## config.mk

```make
export PLATFORM = sky130hd
export DESIGN_NAME = book_snapshot_tx_flat
export DESIGN_NICKNAME = d
export VERILOG_FILES = /design/src/rtl/book_snapshot_tx_if.sv /design/src/rtl/book_snapshot_tx.sv /design/src/flat_wrapper.sv
export SDC_FILE = /design/constraint.sdc
export NUM_CORES = 2
export LEC_CHECK = 0
export ABC_AREA = 0
export CELL_PAD_IN_SITES_DETAIL_PLACEMENT = 1
export CELL_PAD_IN_SITES_GLOBAL_PLACEMENT = 2
export CORE_AREA = 2 2 704 706
export CTS_BUF_LIST = sky130_fd_sc_hd__clkbuf_8
export CTS_CLUSTER_SIZE = 30
export DETAILED_ROUTE_END_ITERATION = 10
export DIE_AREA = 0 0 706 708
export HOLD_SLACK_MARGIN = 0.08
export PLACE_DENSITY_LB_ADDON = 0.05
export SLEW_MARGIN = 20
export SYNTH_ARGS = -nofsm -noshare
export SYNTH_HDL_FRONTEND = slang
export SYNTH_SLANG_ARGS = --single-unit
```

## constraint.sdc

```tcl
create_clock -name clk -period 107.8 [get_ports clk]
set_input_delay 21.56 -clock clk [delete_from_list [all_inputs] [get_ports clk]]
set_output_delay 21.56 -clock clk [all_outputs]
set_load 0.02 [all_outputs]
```

## src/rtl/book_snapshot_tx_if.sv

```systemverilog
// Snapshot stream bus: 32-bit words with valid/ready handshake and
// start/end-of-packet markers. The master drives the word, the slave
// drives ready.
interface book_snapshot_tx_if;
  logic [31:0] tx_data;
  logic        tx_valid;
  logic        tx_ready;
  logic        tx_sop;
  logic        tx_eop;

  modport master (
    output tx_data,
    output tx_valid,
    output tx_sop,
    output tx_eop,
    input  tx_ready
  );

  modport slave (
    input  tx_data,
    input  tx_valid,
    input  tx_sop,
    input  tx_eop,
    output tx_ready
  );
endinterface

```

## src/rtl/book_snapshot_tx.sv

```systemverilog
// Order book snapshot transmitter.
// On request, latches both sides of the book into a shadow register and
// streams it as one packet: a header word, then three words per level
// (all bid levels, then all ask levels). A request arriving while a
// packet is in flight is held one deep. Further requests are counted
// as overruns.
// Optional feature macro SNAP_CHECKSUM_EN: appends one XOR checksum word
// after the body, and moves eop onto that word.
module book_snapshot_tx #(
  parameter int          MAX_CONTRACTS = 10,
  parameter logic [15:0] MAGIC         = 16'hB00C
) (
  input  logic                       clk,
  input  logic                       reset,
  input  logic [88*MAX_CONTRACTS-1:0] bid_levels,
  input  logic [88*MAX_CONTRACTS-1:0] ask_levels,
  input  logic                       snap_req,
  book_snapshot_tx_if.master         tx,
  output logic                       busy,
  output logic [7:0]                 seq,
  output logic [7:0]                 overrun_cnt
);

  localparam int         BOOK_W   = 176 * MAX_CONTRACTS;
  localparam logic [4:0] LAST_LVL = 5'(2 * MAX_CONTRACTS - 1);
  localparam logic [7:0] LEVELS_B = 8'(MAX_CONTRACTS);

`ifdef SNAP_CHECKSUM_EN
  typedef enum logic [1:0] {IDLE, HDR, BODY, CKSUM} state_t;
`else
  typedef enum logic [1:0] {IDLE, HDR, BODY} state_t;
`endif

  state_t              state;
  state_t              state_nxt;
  logic                pending;
  logic [BOOK_W-1:0]   shadow;
  logic [4:0]          lvl;
  logic [1:0]          ph;
  logic [87:0]         cur_lvl;
  logic [31:0]         body_word;
  logic                last_word;
  logic                start;
  logic                accept;
  logic [31:0]         data_c;
  logic                valid_c;
  logic                sop_c;
  logic                eop_c;
`ifdef SNAP_CHECKSUM_EN
  logic [31:0]         cksum;
`endif

  // Shadow layout: bid levels occupy the low slots, ask levels sit above
  // them, so the running level index 0..2N-1 addresses both sides directly.
  assign start     = (state == IDLE) && (snap_req || pending);
  assign accept    = valid_c && tx.tx_ready;
  assign cur_lvl   = shadow[88*int'(lvl) +: 88];
  assign last_word = (lvl == LAST_LVL) && (ph == 2'd2);
  assign busy      = (state != IDLE);

  assign tx.tx_data  = data_c;
  assign tx.tx_valid = valid_c;
  assign tx.tx_sop   = sop_c;
  assign tx.tx_eop   = eop_c;

  // Select the body word for the current level and phase (qty/orders, price hi, price lo).
  always_comb begin
    case (ph)
      2'd0:    body_word = {cur_lvl[87:64], 8'h00};
      2'd1:    body_word = cur_lvl[63:32];
      default: body_word = cur_lvl[31:0];
    endcase
  end

  // FSM state register.
  always_ff @(posedge clk) begin
    if (reset) state <= IDLE;
    else       state <= state_nxt;
  end

  // Next-state and stream outputs. Outputs depend only on registered state,
  // so they stay stable while a word waits for acceptance.
  always_comb begin
    state_nxt = state;
    valid_c   = 1'b0;
    data_c    = 32'h0;
    sop_c     = 1'b0;
    eop_c     = 1'b0;
    case (state)
      IDLE: begin
        if (snap_req || pending) state_nxt = HDR;
      end
      HDR: begin
        valid_c = 1'b1;
        sop_c   = 1'b1;
        data_c  = {MAGIC, seq, LEVELS_B};
        if (tx.tx_ready) state_nxt = BODY;
      end
      BODY: begin
        valid_c = 1'b1;
        data_c  = body_word;
`ifdef SNAP_CHECKSUM_EN
        if (last_word && tx.tx_ready) state_nxt = CKSUM;
`else
        eop_c = last_word;
        if (last_word && tx.tx_ready) state_nxt = IDLE;
`endif
      end
`ifdef SNAP_CHECKSUM_EN
      CKSUM: begin
        valid_c = 1'b1;
        data_c  = cksum;
        eop_c   = 1'b1;
        if (tx.tx_ready) state_nxt = IDLE;
      end
`endif
      default: state_nxt = IDLE;
    endcase
  end

  // Request bookkeeping (pending, seq, overruns) and body word position.
  always_ff @(posedge clk) begin
    if (reset) begin
      pending     <= 1'b0;
      seq         <= 8'hFF;
      overrun_cnt <= 8'h00;
      lvl         <= 5'd0;
      ph          <= 2'd0;
    end else begin
      if (start) begin
        seq     <= seq + 8'd1;
        pending <= 1'b0;
      end else if ((state != IDLE) && snap_req) begin
        if (!pending)                    pending     <= 1'b1;
        else if (overrun_cnt != 8'hFF)   overrun_cnt <= overrun_cnt + 8'd1;
      end
      if (state != BODY) begin
        lvl <= 5'd0;
        ph  <= 2'd0;
      end else if (accept) begin
        if (ph == 2'd2) begin
          ph  <= 2'd0;
          lvl <= lvl + 5'd1;
        end else begin
          ph <= ph + 2'd1;
        end
      end
    end
  end

  // Atomic book capture; loads only when a packet starts.
  always_ff @(posedge clk) begin
    if (start) shadow <= {ask_levels, bid_levels};
  end

`ifdef SNAP_CHECKSUM_EN
  // Running XOR of every accepted header/body word of the current packet.
  always_ff @(posedge clk) begin
    if (reset || (state == IDLE)) cksum <= 32'h0;
    else if (accept)              cksum <= cksum ^ data_c;
  end
`endif

endmodule

```

## src/flat_wrapper.sv

```systemverilog
// flat-port wrapper written by rule: the top's interface ports become plain ports
module book_snapshot_tx_flat 
#(
  parameter int          MAX_CONTRACTS = 10,
  parameter logic [15:0] MAGIC         = 16'hB00C
)
  (clk, reset, bid_levels, ask_levels, snap_req, busy, seq, overrun_cnt, tx_tx_data, tx_tx_valid, tx_tx_sop, tx_tx_eop, tx_tx_ready);
  book_snapshot_tx_if tx_i ();
  input  logic clk;
  input  logic reset;
  input  logic [88*MAX_CONTRACTS-1:0] bid_levels;
  input  logic [88*MAX_CONTRACTS-1:0] ask_levels;
  input  logic snap_req;
  output logic busy;
  output logic [7:0] seq;
  output logic [7:0] overrun_cnt;
  output wire logic [$bits(tx_i.tx_data)-1:0] tx_tx_data;
  output wire logic [$bits(tx_i.tx_valid)-1:0] tx_tx_valid;
  output wire logic [$bits(tx_i.tx_sop)-1:0] tx_tx_sop;
  output wire logic [$bits(tx_i.tx_eop)-1:0] tx_tx_eop;
  input wire logic [$bits(tx_i.tx_ready)-1:0] tx_tx_ready;
  assign tx_tx_data = tx_i.tx_data;
  assign tx_tx_valid = tx_i.tx_valid;
  assign tx_tx_sop = tx_i.tx_sop;
  assign tx_tx_eop = tx_i.tx_eop;
  assign tx_i.tx_ready = tx_tx_ready;
  book_snapshot_tx #(.MAX_CONTRACTS(MAX_CONTRACTS), .MAGIC(MAGIC)) u_core (.clk(clk), .reset(reset), .bid_levels(bid_levels), .ask_levels(ask_levels), .snap_req(snap_req), .tx(tx_i), .busy(busy), .seq(seq), .overrun_cnt(overrun_cnt));
endmodule
```

==> results.toml <==
[global_route]
grt_pass1_vias = 47700
track_usage = 0.172
grt_antenna_before_repair = 660
gr-total-overflow = 0
grt_max_degree = 179
grt_first_pass_wirelength_mm = 552

[timing]
period_share = 0.264
rsz0062_at_grt = "no"
finalSetupViolCount = 0
relSlewSlack = 0.217
max_freq_ghz = 0.0351
period_minus_slack_ns = 28.50
finClkSkew_ns = 0.0906
drv_slew = 0
hold_viol = 0
worst_pin_slew_ns = 1.17
setup_tns_ns = 0

[clock_tree]
clock-sinks = 1786
cts_max_path_buffers = 4
post_cts_resized = 0
cts-root-buf = "clkbuf_8"
cts-htree-levels = 5
cts_buffers = 391
clk_pin_slew_ns = 0.05
post_cts_buffers = 0
cts_tree = "yes"
clk_latency_ns = 1.15
ctsHoldBuffers = 0

[power]
seq_power_share = 0.500
p_int_uw = 1500
leakage_uw = 0.0322
pwr-share-clk = 0.330
switchingPower_uw = 650
p_comb_frac = 0.170
pwr_density_cell_mw_per_mm2 = 21.0
ir_worst_vdd_mv = 0.0163
finalPower_uw = 2150
swShare = 0.303

[die]
fp-row-count = 258
design.core.area_sq_mm = 0.492
start_util = 0.140
die_w_um = 706
boundaryPins = 1816
fp.dieH_um = 708
die_area_sq_mm = 0.500

[final_layout]
area_delta_synth_final_pct = 48.9
seq_area_sq_mm = 0.0534
n_fill_cell = 53100
final_common_cell = "clkdlybuf4s50_1"
multi_input_area_sq_mm = 0.0146
fin_nets = 7133
final_cell_mix = "clkdlybuf4s50_1, edfxtp_1, clkbuf_8, mux4_2, mux2i_1"
layout-drive-gt1-share = 0.169
fin_cells = 12300

[yosys]
synthCells = 3245
synth_ff_type = "edfxtp_1"
synth_fp_nets = 5015
ys_types = 62
synthMuxAreaShare = 0.150
synth_top_family_by_area = "multiplexers"
synth_compound_area_frac = 0.0356
yosys_warnings = 0
ys_seq_elements = 1786
avgSynthCellArea_sq_um = 21.2
synth_edf_count = 1760
synth-xor-area-share = 0.00166
yosysSeqAreaShare = 0.776
synth_simple_gate_area_frac = 0.0197
synthArstFlopShare = 0
syn-cell-area_sq_mm = 0.0688
yosys.area_share.adder = 0.00109

[worst_setup_path]
cpPeakStageDelay_ns = 0.82
crit_chain = "buf_4, buf_4, buf_12, buf_4, buf_4, mux2i_1, a221oi_1, nand2_1, o211ai_1, and4_1, clkdlybuf4s50_1"
startpoint = "u_core.lvl[1]$_SDFFE_PP0P_"
crit_slowest_cell = "buf_4"
crit_top_cell = "buf_4"
path_buf_inv = 6
endpoint_kind = "primary output"
cp.arrival_ns = 6.94
cp.required_ns = 86.24
crit_type = "flip-flop to primary output"
start_kind = "flip-flop"
crit_family = "buffers and inverters"
rrSetupSlack_ns = 101.55
r2r_start = "u_core.state[0]$_SDFFE_PP0P_"
path_max_fanout = 64

[route]
drt-met1-wl_mm = 157
wl_per_cell_um = 36.4
post_drt_via_cell_ratio = 3.63
route.met2.wl_mm = 235
wirelength_mm = 446
drtIter0Drc = 2600
top_layer_used = "met5"
drc = 0
vias = 44500
wl_met3_mm = 38.6
firstDrtPassIters = 5
postRouteAntennaNets = 0

[run]
drv_cap = 0

[placed_design]
hpwl_mm = 352
numPlacedInstances = 11500
io_buffers = 1815
gp_congestion = 0.750

[min_path]
hold_start = "u_core.overrun_cnt[7]$_SDFFE_PP0P_"
hold_class = "flip-flop to flip-flop"

[run_status]
status = "completed"
per-layer routing:
metal,global-route usage,vias to the layer above
li1,-,18100
met1,0.178,22200
met2,0.325,2440
met3,0.0668,1447
met4,0.0362,296
met5,0,-
power by group through the flow:
stage,clock network (uW),logic [uW],registers (uW)
after floorplan,0,163,1640
after global placement,0,379,1090
after detailed placement,0,384,1090
after CTS,750,384,1080
after global routing,772,396,1090
final,709,366,1070
sequential cells by signal, summed over array words and instances, names as in the netlist:
signal,cells
u_core.shadow,1760
u_core.overrun_cnt,8
u_core.seq,8
u_core.lvl,5
u_core.ph,2
u_core.state,2
u_core.pending,1
stage by stage:
stage / area [sq um] / utilization / hold slack, ns / worst slack, ns
after detailed placement: 95200 / 0.193 / 0.515 / 79.97
after global routing: 102000 / 0.208 / 0.571 / 78.67
after CTS: 102000 / 0.208 / 0.524 / 78.64
final: 102000 / 0.208 / 0.524 / 79.30
after global placement: 95000 / 0.193 / 0.486 / 80.03
after floorplan: 68800 / - / 0.490 / 33.57
area by class of cell:
type / instances / share of cell area
timing repair buffer: 1915 / 0.186
antenna: 98 / 0.00239
clock buffer: 401 / 0.0539
tap: 6500 / 0.0794
clock inverter: 289 / 0.0143
multi-input combinational: 1261 / 0.142
inverter: 8 / 0.000305
sequential: 1786 / 0.521
path summary, 6_finish.rpt:
kind                                                      endpoint  cells after the start
worst max register to register       u_core.shadow[1222]$_DFFE_PP_                      9
worst min-delay path            u_core.overrun_cnt[7]$_SDFFE_PP0P_                      2
worst min register to register  u_core.overrun_cnt[7]$_SDFFE_PP0P_                      2
worst max-delay path                                tx_tx_data[24]                     11
synth_stat cells, drive strengths merged, types with 9 or more instances:
library cell  instances  share of area
nand2                94         0.0051
nor3                 10        0.00073
mux2                 17         0.0028
a21oi                73         0.0053
nor2b                 9        0.00082
dfxtp                26         0.0076
nand3                41         0.0030
clkbuf               57         0.0031
nor2                 41         0.0022
o22ai                13         0.0012
mux4                325           0.11
nand2b               13         0.0012
o211ai               30         0.0033
a31oi                18         0.0016
edfxtp             1760           0.77
a22oi                95          0.010
buf                 133          0.012
a221oi               24         0.0031
or3                  11         0.0010
o21ai                27         0.0020
and4                 14         0.0018
and3                 12         0.0011
o2111ai              21         0.0027
mux2i               280          0.041
tightest hold or removal path, delay by kind of cell, from the launching register on:
kind               cells  cell delay (ns)
AOI/OAI and AO/OA      2             0.15
DFF                    1             0.33
cell families (layout without fill, tap and decap cells):
family	Yosys count	after routing
flip-flops	1786	1786
buffers and inverters	198	2613
AND/OR/NAND/NOR	272	272
AO/OA/AOI/OAI	348	348
other	0	98
XOR/XNOR	13	13
multiplexers	622	622
adder cells (fa/ha/maj)	6	6
(Power assumes the default switching activity.)
